==> src/rtl/apb_core_master.sv <==
// Per-core APB master: turns one load/store request into an APB SETUP/ACCESS transfer.
// Optional ACCESS timeout guarded by the APB_MASTER_TIMEOUT_EN macro.
module apb_core_master #(
    parameter int BUS_WIDTH      = 16,
    parameter int DATA_WIDTH     = 16,
    parameter int TIMEOUT_CYCLES = 255
) (
    input  logic                  clk,
    input  logic                  reset,
    input  logic                  req,
    output logic                  req_ready,
    input  logic                  req_we,
    input  logic [BUS_WIDTH-1:0]  req_addr,
    input  logic [DATA_WIDTH-1:0] req_wdata,
    output logic                  ack,
    output logic [DATA_WIDTH-1:0] ack_rdata,
    output logic                  ack_err,
    output logic [BUS_WIDTH-1:0]  M_PADDR,
    output logic                  M_PWRITE,
    output logic                  M_PSELx,
    output logic                  M_PENABLE,
    output logic [DATA_WIDTH-1:0] M_PWDATA,
    input  logic [DATA_WIDTH-1:0] M_PRDATA,
    input  logic                  M_PREADY
);

    localparam logic [1:0] S_IDLE   = 2'd0;
    localparam logic [1:0] S_SETUP  = 2'd1;
    localparam logic [1:0] S_ACCESS = 2'd2;

    generate
        if (TIMEOUT_CYCLES < 1 || TIMEOUT_CYCLES > 65535) begin : g_bad_timeout
            $error("apb_core_master: TIMEOUT_CYCLES out of range 1..65535");
        end
    endgenerate

    logic [1:0] state;

    assign req_ready = (state == S_IDLE);

`ifdef APB_MASTER_TIMEOUT_EN
    localparam logic [15:0]           TMO_LAST  = 16'(TIMEOUT_CYCLES - 1);
    localparam logic [DATA_WIDTH-1:0] ERR_RDATA = DATA_WIDTH'(16'hDEAD);

    logic [15:0] tmo_cnt;
    logic        ack_err_r;
    logic        tmo_hit;

    // Abort on the edge that would bring the count of PREADY-less cycles to TIMEOUT_CYCLES.
    assign tmo_hit = (tmo_cnt == TMO_LAST);
    assign ack_err = ack_err_r;
`else
    assign ack_err = 1'b0;
`endif

    always_ff @(posedge clk or negedge reset) begin
        if (!reset) begin
            state     <= S_IDLE;
            M_PSELx   <= 1'b0;
            M_PENABLE <= 1'b0;
            M_PWRITE  <= 1'b0;
            M_PADDR   <= '0;
            M_PWDATA  <= '0;
            ack       <= 1'b0;
            ack_rdata <= '0;
`ifdef APB_MASTER_TIMEOUT_EN
            tmo_cnt   <= '0;
            ack_err_r <= 1'b0;
`endif
        end else begin
            ack <= 1'b0;
`ifdef APB_MASTER_TIMEOUT_EN
            ack_err_r <= 1'b0;
`endif
            case (state)
                S_IDLE: begin
                    if (req) begin
                        M_PADDR  <= req_addr;
                        M_PWRITE <= req_we;
                        M_PWDATA <= req_wdata;
                        M_PSELx  <= 1'b1;
                        state    <= S_SETUP;
                    end
                end
                S_SETUP: begin
                    M_PENABLE <= 1'b1;
                    state     <= S_ACCESS;
`ifdef APB_MASTER_TIMEOUT_EN
                    tmo_cnt   <= '0;
`endif
                end
                S_ACCESS: begin
                    // PREADY is checked first so it wins over a simultaneous timeout.
                    if (M_PREADY) begin
                        if (!M_PWRITE) begin
                            ack_rdata <= M_PRDATA;
                        end
                        ack       <= 1'b1;
                        M_PSELx   <= 1'b0;
                        M_PENABLE <= 1'b0;
                        state     <= S_IDLE;
                    end
`ifdef APB_MASTER_TIMEOUT_EN
                    else if (tmo_hit) begin
                        ack_rdata <= ERR_RDATA;
                        ack       <= 1'b1;
                        ack_err_r <= 1'b1;
                        M_PSELx   <= 1'b0;
                        M_PENABLE <= 1'b0;
                        state     <= S_IDLE;
                    end else begin
                        tmo_cnt <= tmo_cnt + 16'd1;
                    end
`endif
                end
                default: begin
                    M_PSELx   <= 1'b0;
                    M_PENABLE <= 1'b0;
                    state     <= S_IDLE;
                end
            endcase
        end
    end

endmodule

==> config.mk <==
export PLATFORM = sky130hd
export DESIGN_NAME = apb_core_master
export DESIGN_NICKNAME = d
export VERILOG_FILES = /design/src/rtl/apb_core_master.sv
export SDC_FILE = /design/constraint.sdc
export NUM_CORES = 1
export LEC_CHECK = 0
export CAP_MARGIN = 20
export CORE_MARGIN = 1
export CORE_UTILIZATION = 30
export CTS_BUF_LIST = sky130_fd_sc_hd__clkbuf_16
export DETAILED_ROUTE_END_ITERATION = 10
export PLACE_DENSITY = 0.59
export SLEW_MARGIN = 30
export SYNTH_ARGS = -nofsm -noshare
export SYNTH_HDL_FRONTEND = slang
export SYNTH_SLANG_ARGS = --single-unit
export TNS_END_PERCENT = 100
==> constraint.sdc <==
create_clock -name clk -period 1.7 [get_ports clk]
set_input_delay 0.34 -clock clk [delete_from_list [all_inputs] [get_ports clk]]
set_output_delay 0.34 -clock clk [all_outputs]
set_load 0.01 [all_outputs]
* After elaboration in Yosys (flattened, before gate mapping) *
Cells that the tools add are included.

word-level totals
  register bits after elaboration = 54
  bits of input ports = 53
  output and inout port bits = 54
  logic and storage cells = 30

operators by class
  equality and inequality tests = 4
  muxes and demuxes = 9
  bitwise logic cells = 3
  reduce and logical (&&, ||, !) cells = 6

operator list
  operator                                                         number
  1-bit one-hot mux with 3 select lines                            2
  2-bit one-hot mux with 3 select lines                            1
  2-bit AND reduction                                              3
  3-bit AND reduction                                              2
  1-bit 2-to-1 mux                                                 4
  2-bit 2-to-1 mux                                                 2
  2-bit inequality test, second input constant                     2
  1-bit NOT                                                        3
  2-bit by 1-bit == test with 1-bit output, second input constant  1
  2-bit == test, second input constant                             1
  2-bit logical NOT                                                1

* Longest topological paths before layout *
  depth in word-level cells = 3
  depth in mapped cells = 5
  mapped depth without buffers = 3

* Worst setup path after synthesis *
Ideal clock, no wire load.

  kind = register -> register
  from = register state[0]
  to = register ack_rdata[10]
  setup time = 0.125 ns
  arrival = 1.335 ns
  data required time = 1.575 ns
  slack = 0.240 ns
  cell stages (with the launch flop) = 5
  buffers on the path = 2
  period minus slack after synthesis = 1.460 ns
  cells stage by stage = dfrtp_1 > buf_2 > nor3_4 > buf_6 > mux2_2

on the way
  cells in the longest elaborated chain, start to end = 2

ends and longest elaborated chain
  item                                  line  text
  from (decl)                           37    logic [1:0] state;
  from (signal assigned)                58    state <= S_IDLE;
  from (signal assigned)                82    state <= S_SETUP;
  from (signal assigned)                87    state <= S_ACCESS;
  2-bit == test                         75    case (state)
  3-bit AND reduction (no source line)  n/a
  to (signal assigned)                  65    ack_rdata <= '0;
  to (signal assigned)                  96    ack_rdata <= M_PRDATA;
  to (decl)                             16    output logic [DATA_WIDTH-1:0] ack_rdata,

Every way passes these cells.
A chain may end at the register's enable or synchronous reset.

* Worst setup path after layout *
  from = register M_PWRITE
  to = output M_PWRITE

RTL lines
  item                    line  text
  from (decl)             19    output logic M_PWRITE,
  from (signal assigned)  79    M_PWRITE <= req_we;

No word-level cell between the ends.

==> impl_metrics.csv <==
group,metric,value,unit
sta,setup_viol,0,
yosys,netlist_area,2080,um2
sta,min_period,1620,ps
setup_path,endpoint_kind,"primary output",
placed_design,dp_hpwl,3250,um
setup_path,crit_arrival,1280,ps
routing,wl,4470,um
sta,finalHoldViolCount,0,
setup_path,path_class,"reg2out",
routing,drc,0,
sta,rsz0062_at_grt,"no",
routing,via_per_inst,4.50,
global_routing,grt_use_total,12.9,%
clocking,insertion_delay,280,ps
routing,drtAntennaViolNets,0,
yosys,synth.top_cell.area_share,64.9,%
setup_path,required,1360,ps
setup_path,reg2reg_slack,200,ps
layout,final_area,3380,um2
setup_path,cp_slowest_cell,"clkdlybuf4s50_1",
setup_path,worstRegToRegCells,4,
routing,drt_pre_antenna_iters,2,
die,die_x,85.3,um
placed_design,gp_congestion,0.638,
sta,slew_violations,0,
clocking,clockRootBuffer,"clkbuf_16",
placed_design,portBuffers,105,
setup_path,cp-start-kind,"flop",
placed_design,placed_area,3240,um2
global_routing,grt_pass1_vias,1508,
layout,drive_gt1_share,27.1,%
die,boundaryPins,107,
clocking,cts_max_level,2,
clocking,cts.clk_slew.worst_paths,60,ps
yosys,avgSynthCellArea,16.7,um2
yosys,yosysWarnings,0,
sta,skew,2.95,ps
layout,nets,288,
layout,final_util,51.7,%
setup_path,slowest_delay,590,ps
yosys,yosysSeqAreaShare,64.9,%
yosys,synth_nets,178,
routing,wl_per_cell,14.3,um
status,status,"finished, final reports clean",
clocking,cts_tree,"done",
clocking,cts-hold-fix-buffers,0,
clocking,clk_path_buf_depth,2,
global_routing,grt_antenna_before_repair,0,
yosys,syn_inst,125,
power_and_ir_drop,cellPowerDensity,1780,nW/um2
die,floorplan.die_area,7280,um2
setup_path,r2r-start,"state[1]",
clocking,cts_setup_buffers,0,
setup_path,worstReg2RegEnd,"M_PADDR[13]",
power_and_ir_drop,total_leakage_power,0.00140,uW
layout,fill_cells,596,
global_routing,grt_max_degree,55,
layout,areaGrowthSynthToFinish,62.3,%
global_routing,grt_pass1_wl,7350,um
global_routing,grt_overflow_total,0,
clocking,cts_buffers,5,
worst_hold_path,hold_class,"in2async",
setup_path,crit_buf_inv,1,
clocking,post_cts_resized,2,
job,maxCapViolCount,0,
yosys,synthTopCellsByArea,"dfrtp_1, mux2_2, buf_6",
sta,period_share,95.5,%
die,start_util,31.9,%
setup_path,path_delay_family,"buffers and inverters",
die,fp-row-count,29,
die,die_y,85.3,um
die,core,6530,um2
yosys,synth_top_cell_by_area,"dfrtp_1",
clocking,cts_num_sinks,54,
yosys,ys_types,19,
yosys,synth_seq_cells,54,
sta,fmax,616,MHz
layout,num_antenna_cells,0,
setup_path,cp_max_fo,3,
setup_path,cp_cell_sequence,"clkdlybuf4s50_1",
routing,vias,1410,
routing,drtIter0Drc,29,
power_and_ir_drop,ir_worst_vdd,0.000789,V
-- report_power, final --
group	switching [uW]	internal, uW	leakage (uW)
combinational	944	1840	0.000693
sequential	359	1930	0.000637
clock	422	531	0.0000663
-- cell type report --
type	count	area [um2]	share of cell area, %
multi-input cells	62	654	19.4
repair buffers	110	1130	33.5
flip-flops and latches	54	1350	40.0
clock buffers	5	125	3.70
well taps	77	96.3	2.85
clock inverters	3	11.3	0.333
inverters	2	7.51	0.222
-- cells by family (layout without fill, tap and decap cells) --
family	Yosys count	after routing	share of synthesized area, %
DFF	54	54	64.9
AOI/OAI and AO/OA	4	4	1.14
other	1	1	0.180
muxes	50	50	27.5
buffers and inverters	9	120	3.67
and+or+nand+nor	7	7	2.58
-- layout by cell type, fill, tap and decap left out, drive strengths merged --
cell / n
nor3: 1
conb: 1
mux2: 49
inv: 2
nand2: 2
nor2: 2
clkinv: 3
buf: 6
nor2b: 2
dfrtp: 54
o21ai: 1
clkbuf: 5
mux2i: 1
clkdlybuf4s50: 103
o21a: 1
a21oi: 1
o22ai: 1
dlygate4sd2: 1
-- per-stage QoR --
stage / cells / setup TNS (ps) / hold WS (ps) / total power, uW / setup slack [ps]
after floorplan: 125 / 0 / 44.4 / 3510 / 240
after global placement: 305 / -5650 / 365 / 5120 / -160
after detailed placement: 305 / -5590 / 367 / 5130 / -175
after CTS: 313 / 0 / 57.2 / 6130 / 54.0
after global routing: 313 / 0 / 71.8 / 6390 / 37.0
final: 313 / 0 / 40.7 / 6020 / 76.7
-- worst max path at each step --
stage	from	end	slack, ps	depth (start not counted)
6_report	M_PWRITE	M_PWRITE	80	1
5_1_grt	M_PWRITE	M_PWRITE	40	1
4_1_cts	M_PWRITE	M_PWRITE	50	1
3_5_place_dp	req	M_PADDR[13]	-170	5
3_3_place_gp	req	M_PWDATA[11]	-160	5
2_1_floorplan	state[0]	ack_rdata[10]	240	4
-- metal layers --
| layer | part of all wire (%) | track usage, % | up-vias |
|---|---|---|---|
| li1 | - | - | 647 |
| met1 | 42 | 16.2 | 702 |
| met2 | 46 | 19.6 | 57 |
| met3 | 11 | 6.61 | 4 |
| met4 | 0.81 | 3.64 | 0 |
| met5 | 0 | 0 | - |
-- registers in the layout, indices dropped and copies added (netlist names) --
| name | count |
|---|---|
| M_PWRITE | 1 |
| M_PENABLE | 1 |
| M_PSELx | 1 |
| ack | 1 |
| ack_rdata | 16 |
| M_PWDATA | 16 |
| state | 2 |
| M_PADDR | 16 |
-- Yosys cell counts --
library cell,count
dfrtp_1,54
mux2_2,46
buf_6,5
mux2_4,3
inv_1,2
nor2_1,2
a21oi_1,1
buf_2,1
buf_4,1
conb_1,1
mux2i_1,1
nand2_1,1
nand2_2,1
nor2b_1,1
nor2b_4,1
nor3_4,1
o21a_1,1
o21ai_0,1
o22ai_1,1
Note: power is estimated with default switching activity, not from simulation.
